[config.mk]
export PLATFORM = sky130hd
export DESIGN_NAME = pipe_stage_hs
export DESIGN_NICKNAME = d
export VERILOG_FILES = /design/src/rtl/pipe_stage_hs.sv
export SDC_FILE = /design/constraint.sdc
export NUM_CORES = 1
export LEC_CHECK = 0
export CAP_MARGIN = 10
export CORE_ASPECT_RATIO = 2
export CORE_MARGIN = 8
export CORE_UTILIZATION = 51
export CTS_BUF_LIST = sky130_fd_sc_hd__clkbuf_8
export CTS_CLUSTER_DIAMETER = 50
export CTS_CLUSTER_SIZE = 14
export DETAILED_ROUTE_END_ITERATION = 8
export GPL_TIMING_DRIVEN = 0
export PLACE_DENSITY_LB_ADDON = 0.3
export SLEW_MARGIN = 20
export SYNTH_ARGS = -nofsm -noshare
export SYNTH_HDL_FRONTEND = slang
export SYNTH_SLANG_ARGS = --single-unit
[constraint.sdc]
create_clock -name clk -period 2.1 [get_ports clk]
set_input_delay 0.315 -clock clk [delete_from_list [all_inputs] [get_ports clk]]
set_output_delay 0.315 -clock clk [all_outputs]
set_load 0.005 [all_outputs]
[src/rtl/pipe_stage_hs.sv]
// Valid/ready pipeline fence with optional two-entry skid buffer,
// synchronous flush, occupancy output and saturating stall counter.
module pipe_stage_hs #(
  parameter int WIDTH = 32,
  parameter bit SKID  = 1'b1,
  parameter int CNT_W = 16
) (
  input  logic             clk,
  input  logic             reset,
  input  logic             flush,
  input  logic             in_valid,
  input  logic [WIDTH-1:0] in_data,
  output logic             in_ready,
  output logic             out_valid,
  output logic [WIDTH-1:0] out_data,
  input  logic             out_ready,
  output logic [1:0]       occ,
  output logic [CNT_W-1:0] stall_cnt
);

  typedef enum logic [1:0] {
    S_EMPTY = 2'd0,
    S_FULL  = 2'd1,
    S_SKID  = 2'd2
  } state_t;

  localparam logic [CNT_W-1:0] CNT_ONE = CNT_W'(1);

  state_t           state_q, state_d;
  logic [WIDTH-1:0] main_q, main_d;
  logic [WIDTH-1:0] skid_q, skid_d;
  logic             rdy_q, rdy_d;
  logic [CNT_W-1:0] cnt_q;
  logic             in_xfer, out_xfer, stall;

  assign out_valid = (state_q != S_EMPTY);
  assign out_data  = main_q;
  assign stall_cnt = cnt_q;

  // Skid mode takes ready from a flop so out_ready never reaches in_ready.
  assign in_ready = reset &&
    (SKID ? rdy_q : (!out_valid || out_ready));

  assign in_xfer  = in_valid && in_ready;
  assign out_xfer = out_valid && out_ready;
  assign stall    = out_valid && !out_ready && !flush;

  always_comb begin
    occ = 2'd0;
    unique case (1'b1)
      (state_q == S_SKID): occ = 2'd2;
      (state_q == S_FULL): occ = 2'd1;
      default:             occ = 2'd0;
    endcase
  end

  always_comb begin
    state_d = state_q;
    main_d  = main_q;
    skid_d  = skid_q;
    unique case (state_q)
      S_EMPTY: begin
        if (in_xfer) begin
          state_d = S_FULL;
          main_d  = in_data;
        end
      end
      S_FULL: begin
        if (in_xfer && out_xfer) begin
          main_d = in_data;
        end else if (in_xfer) begin
          state_d = S_SKID;
          skid_d  = in_data;
        end else if (out_xfer) begin
          state_d = S_EMPTY;
        end
      end
      S_SKID: begin
        if (out_xfer) begin
          state_d = S_FULL;
          main_d  = skid_q;
        end
      end
      default: state_d = S_EMPTY;
    endcase
    // Squash leaves data regs alone; they are don't-care while invalid.
    if (flush) begin
      state_d = S_EMPTY;
    end
    rdy_d = (state_d != S_SKID);
  end

  always_ff @(posedge clk) begin
    if (!reset) begin
      state_q <= S_EMPTY;
      main_q  <= '0;
      skid_q  <= '0;
      rdy_q   <= 1'b1;
      cnt_q   <= '0;
    end else begin
      state_q <= state_d;
      main_q  <= main_d;
      skid_q  <= skid_d;
      rdy_q   <= rdy_d;
      if (stall && (cnt_q != '1)) begin
        cnt_q <= cnt_q + CNT_ONE;
      end
    end
  end

endmodule

==> summary.txt, run 1 <==
Cells and area
  • Layout Utilization: 0.695
  • Fin cells: between 600 and 700
  • Final #Nets: roughly 550
  • Filler cell count: slightly below 600
  • Finished Cell Area: about 4800 sq um
  • Area grow syn2layout: 32.8%
  • ANT cells: 0
  • Share of layout cells above drive strength 1: 0.0663

Worst setup path
  • Crit-path max cell delay: roughly 0.57 ns
  • Critical Path Slowest Stage Cell: clkdlybuf4s50_1
  • Crit path kind: primary input to flop
  • CP startpoint kind: primary input
  • Crit path DAT: ~2.2 ns
  • CP endpoint kind: flop
  • Crit path cell chain: clkdlybuf4s50_1 -> nand3_2 -> o31ai_4 -> clkbuf_1 -> a211oi_1
  • WP data required: around 2.3 ns
  • Worst-path fanout max: 10

Routing
  • TritonRoute pass-1 iters: 4
  • # DRC: 0
  • DR vias: roughly 3300
  • Post-route ant nets: 0
  • Routed len/inst: about 16 um
  • Iter 0 DRT Violations: 179
  • Vias per cell: ~5.5
  • Final wirelength: 9.57 mm

Logic synthesis
  • Synth Register Bits: 83
  • Synth cell types: between 40 and 50
  • Number of synthesized flops with an enable pin: 0
  • Post-synthesis instance area: between 3000 and 4000 sq um
  • Ys async rst share: 0
  • Primary FF master, synth: dfxtp_1
  • Avg Inst Size Synth: about 8.8 sq um
  • Post-Syn Nets: roughly 450
  • Cell count after synthesis: 410
  • Sequential-to-total area share from yosys stat: 0.461
  • Synth warn: 0

STA
  • Tcrit/Tclk final: 0.935
  • Final Skew: approximately 0.0057 ns
  • Final Max Slew Viols: 0
  • Final hold violation count: 0
  • Final worst setup slack: 0.136 ns
  • Slew Limit Headroom: 0.560
  • Min Tclk post-route: roughly 2 ns
  • Unrepaired setup endpoints after global routing: no
  • Least-Margin Pin Slew: about 0.65 ns
  • Final setup violation count: 0
  • Max Fclk: roughly 0.51 GHz

Global routing
  • Total GRT Usage: 0.192
  • GRT overflow: 0
  • Largest net degree at the start of global routing: 13
  • Initial antenna violation count: 0
  • First-pass GRT wire length: between 15 and 20 mm
  • Vias in the first global route: around 3400

Place
  • DP Wirelength: 7.37 mm
  • Placed cell area: between 4000 and 5000 sq um
  • Dpl cells: approximately 590
  • Port-buffer cells: 88
  • Placer congestion estimate: just over 0.8
  • Pre-CTS WS: -0.247 ns

CTS
  • Clock Path Buffers: 2
  • Hold Buf Count CTS: 0
  • Clock Sinks: 83
  • Clock slew at reported path FFs: 0.07 ns
  • CTS tree: yes
  • Number of buffers created by CTS: 9
  • CTS H-tree lvls: 3
  • Worst-Skew Late Latency: approximately 0.36 ns
  • Root Buffer: clkbuf_8

Hold path
  • Hold Crit Class: flop to flop

Floorplanning
  • Die X: about 75 um
  • Die area: about 10000 sq um
  • Core area: ~6900 sq um
  • Initial Util: 0.523
  • Boundary pin count: 89
  • Die Y: about 130 um
  • FP Rows: 43

Power
  • Total power: 0.00298 W
  • VDD IR-drop max: ~440 uV
  • Pwr dens: 624 nW/um^2
  • Pleak: ~1.9 nW

Flow run
  • Max Cap Violations: 0

Run status
  • Outcome: complete, no violations
[report_power, final]
part,internal [W],switching [W]
registers,0.00162,0.0000273
logic,0.000199,0.000158
clock network,0.000441,0.000538
total,0.00226,0.000723
[registers in the layout, summed over array words and instances, names as in the netlist]
| register | cells |
|---|---|
| out_data | 32 |
| rdy_q | 1 |
| skid_q | 32 |
| stall_cnt | 16 |
| state_q | 2 |
[cell usage after synthesis (2+ instances only)]
master / instances / share of area
nor3_1: 3 / 0.0042
o41ai_1: 2 / 0.0049
a21oi_1: 38 / 0.053
o211a_1: 2 / 0.0056
o31ai_1: 3 / 0.0063
buf_2: 7 / 0.0097
a211oi_1: 34 / 0.071
or4_1: 6 / 0.013
inv_1: 5 / 0.0052
buf_4: 5 / 0.010
nor4_1: 2 / 0.0035
o21a_1: 2 / 0.0042
dfxtp_1: 83 / 0.46
nor2_1: 34 / 0.035
nand4_1: 4 / 0.0069
nand2b_1: 8 / 0.014
clkbuf_1: 16 / 0.017
and4_1: 2 / 0.0049
a2111oi_0: 2 / 0.0049
nand3_1: 8 / 0.011
mux2i_1: 40 / 0.11
nand2_1: 81 / 0.084
nand3_2: 2 / 0.0056
[routing by layer]
metal	wire [um]	up-vias	track usage
li1	-	1646	-
met2	5380	74	0.363
met1	3490	1561	0.179
met3	400	20	0.0416
met4	302	0	0.0948
met5	0	-	0
[through the flow]
stage | setup TNS [ns] | hold WS, ns
2_1_floorplan | 0 | 0.429
3_3_place_gp | -7.69 | 0.441
3_5_place_dp | -10.34 | 0.446
4_1_cts | 0 | 0.456
5_1_grt | 0 | 0.473
6_report | 0 | 0.456
[cell usage in the layout, fill, tap and decap left out, types with 3 or more instances in the layout]
cell and n:
o31ai_1 3, nor2_1 34, clkbuf_8 10, buf_2 5, nand2b_1 8, dfxtp_1 83
buf_4 5, or4_1 6, nand2_1 81, mux2i_1 40, inv_1 8, nand4_1 4
nand3_1 8, a211oi_1 34, clkbuf_1 16, a21oi_1 38, nor3_1 3, clkdlybuf4s50_1 87
[worst paths after layout]
kind | from | to | slack (ns) | cells after the start
setup / recovery | reset | out_data[19]$_SDFFE_PN0P_ | 0.14 | 5
hold / removal | skid_q[27]$_SDFFE_PN0P_ | skid_q[27]$_SDFFE_PN0P_ | 0.46 | 2
setup reg to reg | stall_cnt[0]$_SDFFE_PN0P_ | stall_cnt[12]$_SDFFE_PN0P_ | 0.17 | 5
hold reg to reg | skid_q[27]$_SDFFE_PN0P_ | skid_q[27]$_SDFFE_PN0P_ | 0.46 | 2
[cell families after synthesis]
logic type                 count (synthesis)  synth area share
muxes                                     40             0.111
buffers and inverters                     34            0.0431
DFF                                       83             0.461
AOI/OAI and AO/OA                         90             0.170
and+or+nand+nor                          162             0.212
adders and majority gates                  1           0.00347
[cell type report]
cell class,count,area [sq um],share of cell area
multi-input cells,293,1800,0.376
flip-flops and latches,83,1660,0.347
plain buffers,28,145,0.0303
well taps,90,113,0.0235
inverters,6,22.5,0.00471
clock inverters,5,23.8,0.00497
repair buffers,88,883,0.185
clock buffers,10,138,0.0288
[worst max-delay path, delay by kind of cell]
kind                   cells  cell delay (ns)
AOI/OAI and AO/OA          2             0.64
buffers and inverters      2             1.02
and+or+nand+nor            1             0.20
[what timing repair did]
action / in CTS / in global routing
endpoints found under the setup margin: 1 / 6
pin swaps: 0 / 0
setup buffers: 0 / 0
cloned: 0 / 0
gates resized for setup: 2 / 6
(Power assumes the default switching activity.)
==> inputs of run 2 (changes only) <==
--- a/config.mk
+++ b/config.mk
@@ -15,7 +15,7 @@
 export DETAILED_ROUTE_END_ITERATION = 8
 export GPL_TIMING_DRIVEN = 0
 export PLACE_DENSITY_LB_ADDON = 0.3
-export SLEW_MARGIN = 20
+export SLEW_MARGIN = 30
 export SYNTH_ARGS = -nofsm -noshare
 export SYNTH_HDL_FRONTEND = slang
 export SYNTH_SLANG_ARGS = --single-unit
==> summary.txt, run 2 (same netlist as run 1, synthesis figures left out) <==
Run status
  • Outcome: complete, no violations

Power
  • Pleak: 1.89 nW
  • Pwr dens: ~640 nW/um^2
  • VDD IR-drop max: 510 uV

Cells and area
  • Most common cell after layout, fill and taps aside: clkdlybuf4s50_1
  • Final #Nets: roughly 550
  • Most frequent cells in the layout: 87 x clkdlybuf4s50_1, 83 x dfxtp_1, 81 x nand2_1
  • Share of layout cells above drive strength 1: 0.0681
  • Filler cell count: 602
  • Area grow syn2layout: 33.4%
  • ANT cells: 0
  • Finished Cell Area: between 4000 and 5000 sq um

CTS
  • Worst-Skew Late Latency: 0.35 ns
  • Hold Buf Count CTS: 0
  • Root Buffer: clkbuf_8
  • Number of buffers created by CTS: 9
  • Clock Sinks: 83
  • CTS H-tree lvls: 3
  • CTS tree: yes
  • Cts repair resizes: 2
  • Clock Path Buffers: 2
  • Post-CTS Setup Inserts: 0
  • Clock slew at reported path FFs: 0.07 ns

Worst setup path
  • Crit path kind: primary input to flop
  • Crit path cell chain: clkdlybuf4s50_1 -> nand3_2 -> o31ai_4 -> clkbuf_1 -> a211oi_1
  • Crit path DAT: around 2.2 ns
  • Largest delay share family, worst path: buffers and inverters
  • CP Buf/Inv Count: 2
  • Critical Path Slowest Stage Cell: clkdlybuf4s50_1
  • CP endpoint kind: flop
  • CP startpoint kind: primary input
  • Crit-path max cell delay: ~0.57 ns
  • WP data required: ~2.3 ns
  • Worst-path fanout max: 10

Place
  • Port-buffer cells: 88
  • Placer congestion estimate: between 0.8 and 0.9
  • Placed cell area: about 4600 sq um
  • Pre-CTS WS: -0.242 ns
  • DP Wirelength: 7.37 mm

Global routing
  • GRT overflow: 0
  • Largest net degree at the start of global routing: 13
  • First-pass GRT wire length: between 15 and 20 mm
  • Total GRT Usage: 0.191
  • Vias in the first global route: between 3000 and 4000
  • Initial antenna violation count: 0

Routing
  • Vias per cell: ~5.5
  • Routed len/inst: 15.7 um
  • Iter 0 DRT Violations: about 150
  • # DRC: 0
  • Post-route ant nets: 0
  • Final wirelength: around 9.5 mm
  • DR vias: ~3300
  • TritonRoute pass-1 iters: 4

STA
  • Final Max Slew Viols: 0
  • Final Skew: 0.00560 ns
  • Final setup violation count: 0
  • Tcrit/Tclk final: 0.940
  • Min Tclk post-route: between 1.5 and 2 ns
  • Slew Limit Headroom: 0.562
  • Final worst setup slack: ~0.13 ns
  • Max Fclk: between 0.5 and 0.6 GHz
  • Least-Margin Pin Slew: 0.652 ns
  • Final hold violation count: 0
  • Unrepaired setup endpoints after global routing: no

Floorplanning
  • Initial Util: 0.523
  • Die X: approximately 75 um
  • FP Rows: 43
  • Core area: 6890 sq um
  • Die Y: roughly 130 um
  • Boundary pin count: between 80 and 90
  • Die area: around 10000 sq um

Flow run
  • Max Cap Violations: 0

Hold path
  • Hold Crit Class: flop to flop
## run 2: cell types whose count changed in the layout (fill, tap and decap cells not counted), sizes merged
cell / before / now
bufinv: 0 / 1
inv: 8 / 9
clkinvlp: 1 / 0
## run 2: worst paths after layout
check                                               start                        end  slack, ns  cells past startpoint
worst min register to register    skid_q[25]$_SDFFE_PN0P_    skid_q[25]$_SDFFE_PN0P_       0.46                      2
worst max-delay path                                reset  out_data[19]$_SDFFE_PN0P_       0.13                      5
worst min-delay path              skid_q[25]$_SDFFE_PN0P_    skid_q[25]$_SDFFE_PN0P_       0.46                      2
worst max register to register  stall_cnt[0]$_SDFFE_PN0P_  stall_cnt[1]$_SDFFE_PN0P_       0.13                      5
## run 2: metrics by stage
| step | TNS (ns) | cells | util | hold WS, ns | power, W |
|---|---|---|---|---|---|
| finish | 0 | 604 | 0.698 | 0.455 | 0.00310 |
| global route | 0 | 604 | 0.698 | 0.473 | 0.00321 |
| CTS | 0 | 604 | 0.696 | 0.457 | 0.00312 |
| detailed placement | -10.27 | 588 | 0.668 | 0.446 | 0.00205 |
| global placement | -7.69 | 588 | 0.667 | 0.441 | 0.00203 |
| floorplan | 0 | 410 | - | 0.429 | 0.00183 |
## run 2: layer usage
metal	vias up	share of wire	wire length, um	GRT usage
li1	1645	-	-	-
met3	15	0.046	439	0.0401
met4	0	0.025	234	0.103
met1	1553	0.36	3460	0.174
met2	81	0.56	5360	0.362
met5	-	0	0	0
## run 2: power by group
part	total (W)	switching [W]	internal, W	leakage (nW)
Clock	0.00109	0.000527	0.000564	0.111
Combinational	0.000357	0.000158	0.000199	1.10
Sequential	0.00165	0.0000273	0.00162	0.675
## run 2: layout make-up
class                           count  area, sq um  area share
Sequential cell                    83         1660       0.346
Clock inverter                      6         50.0      0.0104
Multi-Input combinational cell    293         1790       0.373
Clock buffer                       10          138      0.0286
Inverter                            6         22.5     0.00469
Buffer                             28          146      0.0305
Timing Repair Buffer               88          883       0.184
Tap cell                           90          113      0.0234
## run 2: worst min-delay path, stage by stage, from the launching register on
cell	delay, ns
dfxtp_1	0.31
nand2_1	0.05
a21oi_1	0.05
==> inputs of run 3 (changes only) <==
--- a/config.mk
+++ b/config.mk
@@ -9,7 +9,7 @@
 export CORE_ASPECT_RATIO = 2
 export CORE_MARGIN = 8
 export CORE_UTILIZATION = 51
-export CTS_BUF_LIST = sky130_fd_sc_hd__clkbuf_8
+export CTS_BUF_LIST = sky130_fd_sc_hd__clkbuf_4
 export CTS_CLUSTER_DIAMETER = 50
 export CTS_CLUSTER_SIZE = 14
 export DETAILED_ROUTE_END_ITERATION = 8
==> summary.txt, run 3 (same netlist as run 1, synthesis figures left out) <==
Place
  • Port-buffer cells: between 80 and 90
  • DP Wirelength: around 7.4 mm
  • Placer congestion estimate: 0.813
  • Pre-CTS WS: -0.242 ns
  • Placed cell area: 4600 sq um

Power
  • VDD IR-drop max: 441 uV
  • Combinational share of power: 0.123
  • Internal cell power: about 0.0022 W
  • Switching power: just under 0.0007 W
  • Pleak: roughly 1.9 nW
  • Pwr dens: 611 nW/um^2
  • Switch share: 0.236
  • Reg power frac: 0.564
  • Total power: slightly below 0.003 W
  • Power share of the clock group: 0.313

STA
  • Tcrit/Tclk final: 0.955
  • Final setup violation count: 0
  • Final Max Slew Viols: 0
  • Least-Margin Pin Slew: roughly 0.65 ns
  • Final worst setup slack: approximately 0.094 ns
  • Slew Limit Headroom: 0.565
  • Final hold violation count: 0
  • Final Skew: slightly below 0.01 ns
  • Min Tclk post-route: about 2.0 ns
  • Unrepaired setup endpoints after global routing: yes
  • Max Fclk: ~0.5 GHz
  • Final setup TNS: 0 ns

Routing
  • Routed len/inst: between 15 and 20 um
  • Post-route ant nets: 0
  • TritonRoute pass-1 iters: 4
  • Final wirelength: around 9.6 mm
  • Vias per cell: approximately 5.5
  • Iter 0 DRT Violations: 149
  • DR vias: 3318
  • # DRC: 0

CTS
  • CTS H-tree lvls: 3
  • Hold Buf Count CTS: 0
  • CTS tree: yes
  • Clock slew at reported path FFs: roughly 0.12 ns
  • Clock Path Buffers: 2
  • Worst-Skew Late Latency: ~0.42 ns
  • Root Buffer: clkbuf_4
  • Clock Sinks: just over 80
  • Number of buffers created by CTS: 9

Cells and area
  • Multi-input gate area: 1800 sq um
  • Most common cell after layout, fill and taps aside: clkdlybuf4s50_1
  • Share of layout cells above drive strength 1: 0.0795
  • Final #Nets: 549
  • Most frequent cells in the layout: 87 x clkdlybuf4s50_1, 81 x nand2_1, 81 x dfxtp_1
  • Finished Cell Area: 4790 sq um
  • Area grow syn2layout: 32.9%
  • Filler cell count: just over 600
  • FF/Latch Area: 1660 sq um
  • Layout Utilization: 0.695

Floorplanning
  • Die X: roughly 75 um
  • Core area: ~7000 sq um
  • Initial Util: 0.523
  • Die area: around 10000 sq um
  • Die Y: approximately 130 um
  • Boundary pin count: 89
  • FP Rows: 43

Global routing
  • Initial antenna violation count: 1
  • Total GRT Usage: 0.193
  • Top Usage Layer GRT: met2
  • Largest net degree at the start of global routing: 13
  • Met3 usage: 0.0550
  • Met2 Track Usage GR: 0.361
  • GRT overflow: 0
  • Global-route met1 utilization: 0.177
  • Vias in the first global route: approximately 3400
  • First-pass GRT wire length: 15.2 mm

Worst setup path
  • CP startpoint kind: flop
  • Crit path DAT: between 1.5 and 2 ns
  • CP endpoint kind: output port
  • Worst-path fanout max: 6
  • Crit path kind: flop to output port
  • WP data required: roughly 1.8 ns

Hold path
  • Hold Crit Class: flop to flop

Flow run
  • Max Cap Violations: 0

Run status
  • Outcome: complete, no violations
==> run 3: cell types whose count changed in the layout (fill, tap and decap cells not counted), moves of 2 or more <==
| cell | change |
|---|---|
| clkbuf_4 | +13 |
| clkbuf_8 | -10 |
| inv_1 | -4 |
| dfxtp_1 | -2 |
| dfxtp_2 | +2 |
==> run 3: what timing repair did <==
action                                  4_1_cts  5_1_grt
pin swaps                                     0        0
setup buffers                                 2        0
endpoints found under the setup margin        1        3
cloned                                        0        0
resized for setup                             8        2
==> run 3: worst paths after layout <==
path | slack [ns] | cells after the start | from | end
hold / removal | 0.46 | 2 | skid_q[10]$_SDFFE_PN0P_ | skid_q[10]$_SDFFE_PN0P_
setup reg to reg | 0.12 | 5 | stall_cnt[0]$_SDFFE_PN0P_ | stall_cnt[1]$_SDFFE_PN0P_
setup / recovery | 0.09 | 4 | state_q[1]$_SDFF_PN0_ | out_valid
hold reg to reg | 0.46 | 2 | skid_q[10]$_SDFFE_PN0P_ | skid_q[10]$_SDFFE_PN0P_
==> run 3: power by group through the flow <==
stage / clock network, W / logic, W / registers [W]
6_report: 0.000916 / 0.000358 / 0.00165
3_5_place_dp: 0 / 0.000361 / 0.00169
5_1_grt: 0.000996 / 0.000388 / 0.00166
4_1_cts: 0.000933 / 0.000362 / 0.00165
3_3_place_gp: 0 / 0.000350 / 0.00168
2_1_floorplan: 0 / 0.000141 / 0.00169
==> run 3: final cells by class <==
type,instances,area share
Multi-Input combinational cell,293,0.375
Clock inverter,3,0.00810
Antenna cell,1,0.000523
Timing Repair Buffer,90,0.188
Tap cell,90,0.0235
Clock buffer,13,0.0204
Buffer,28,0.0319
Inverter,6,0.00471
Sequential cell,83,0.348
==> run 3: layer usage <==
layer,vias up,share of wire
met5,-,0
met4,0,0.027
met3,18,0.052
met2,79,0.56
met1,1563,0.36
li1,1658,-
==> run 3: critical path, stage by stage, from the launching register on <==
cell and delay [ns]:
dfxtp_2 0.34, buf_6 0.11, or2_1 0.22, buf_4 0.17, clkdlybuf4s50_1 0.45
==> run 3: metrics by stage <==
step,instances,hold WS (ns)
global route,607,0.464
finish,607,0.462
global placement,588,0.441
CTS,606,0.445
detailed placement,588,0.446
floorplan,410,0.429
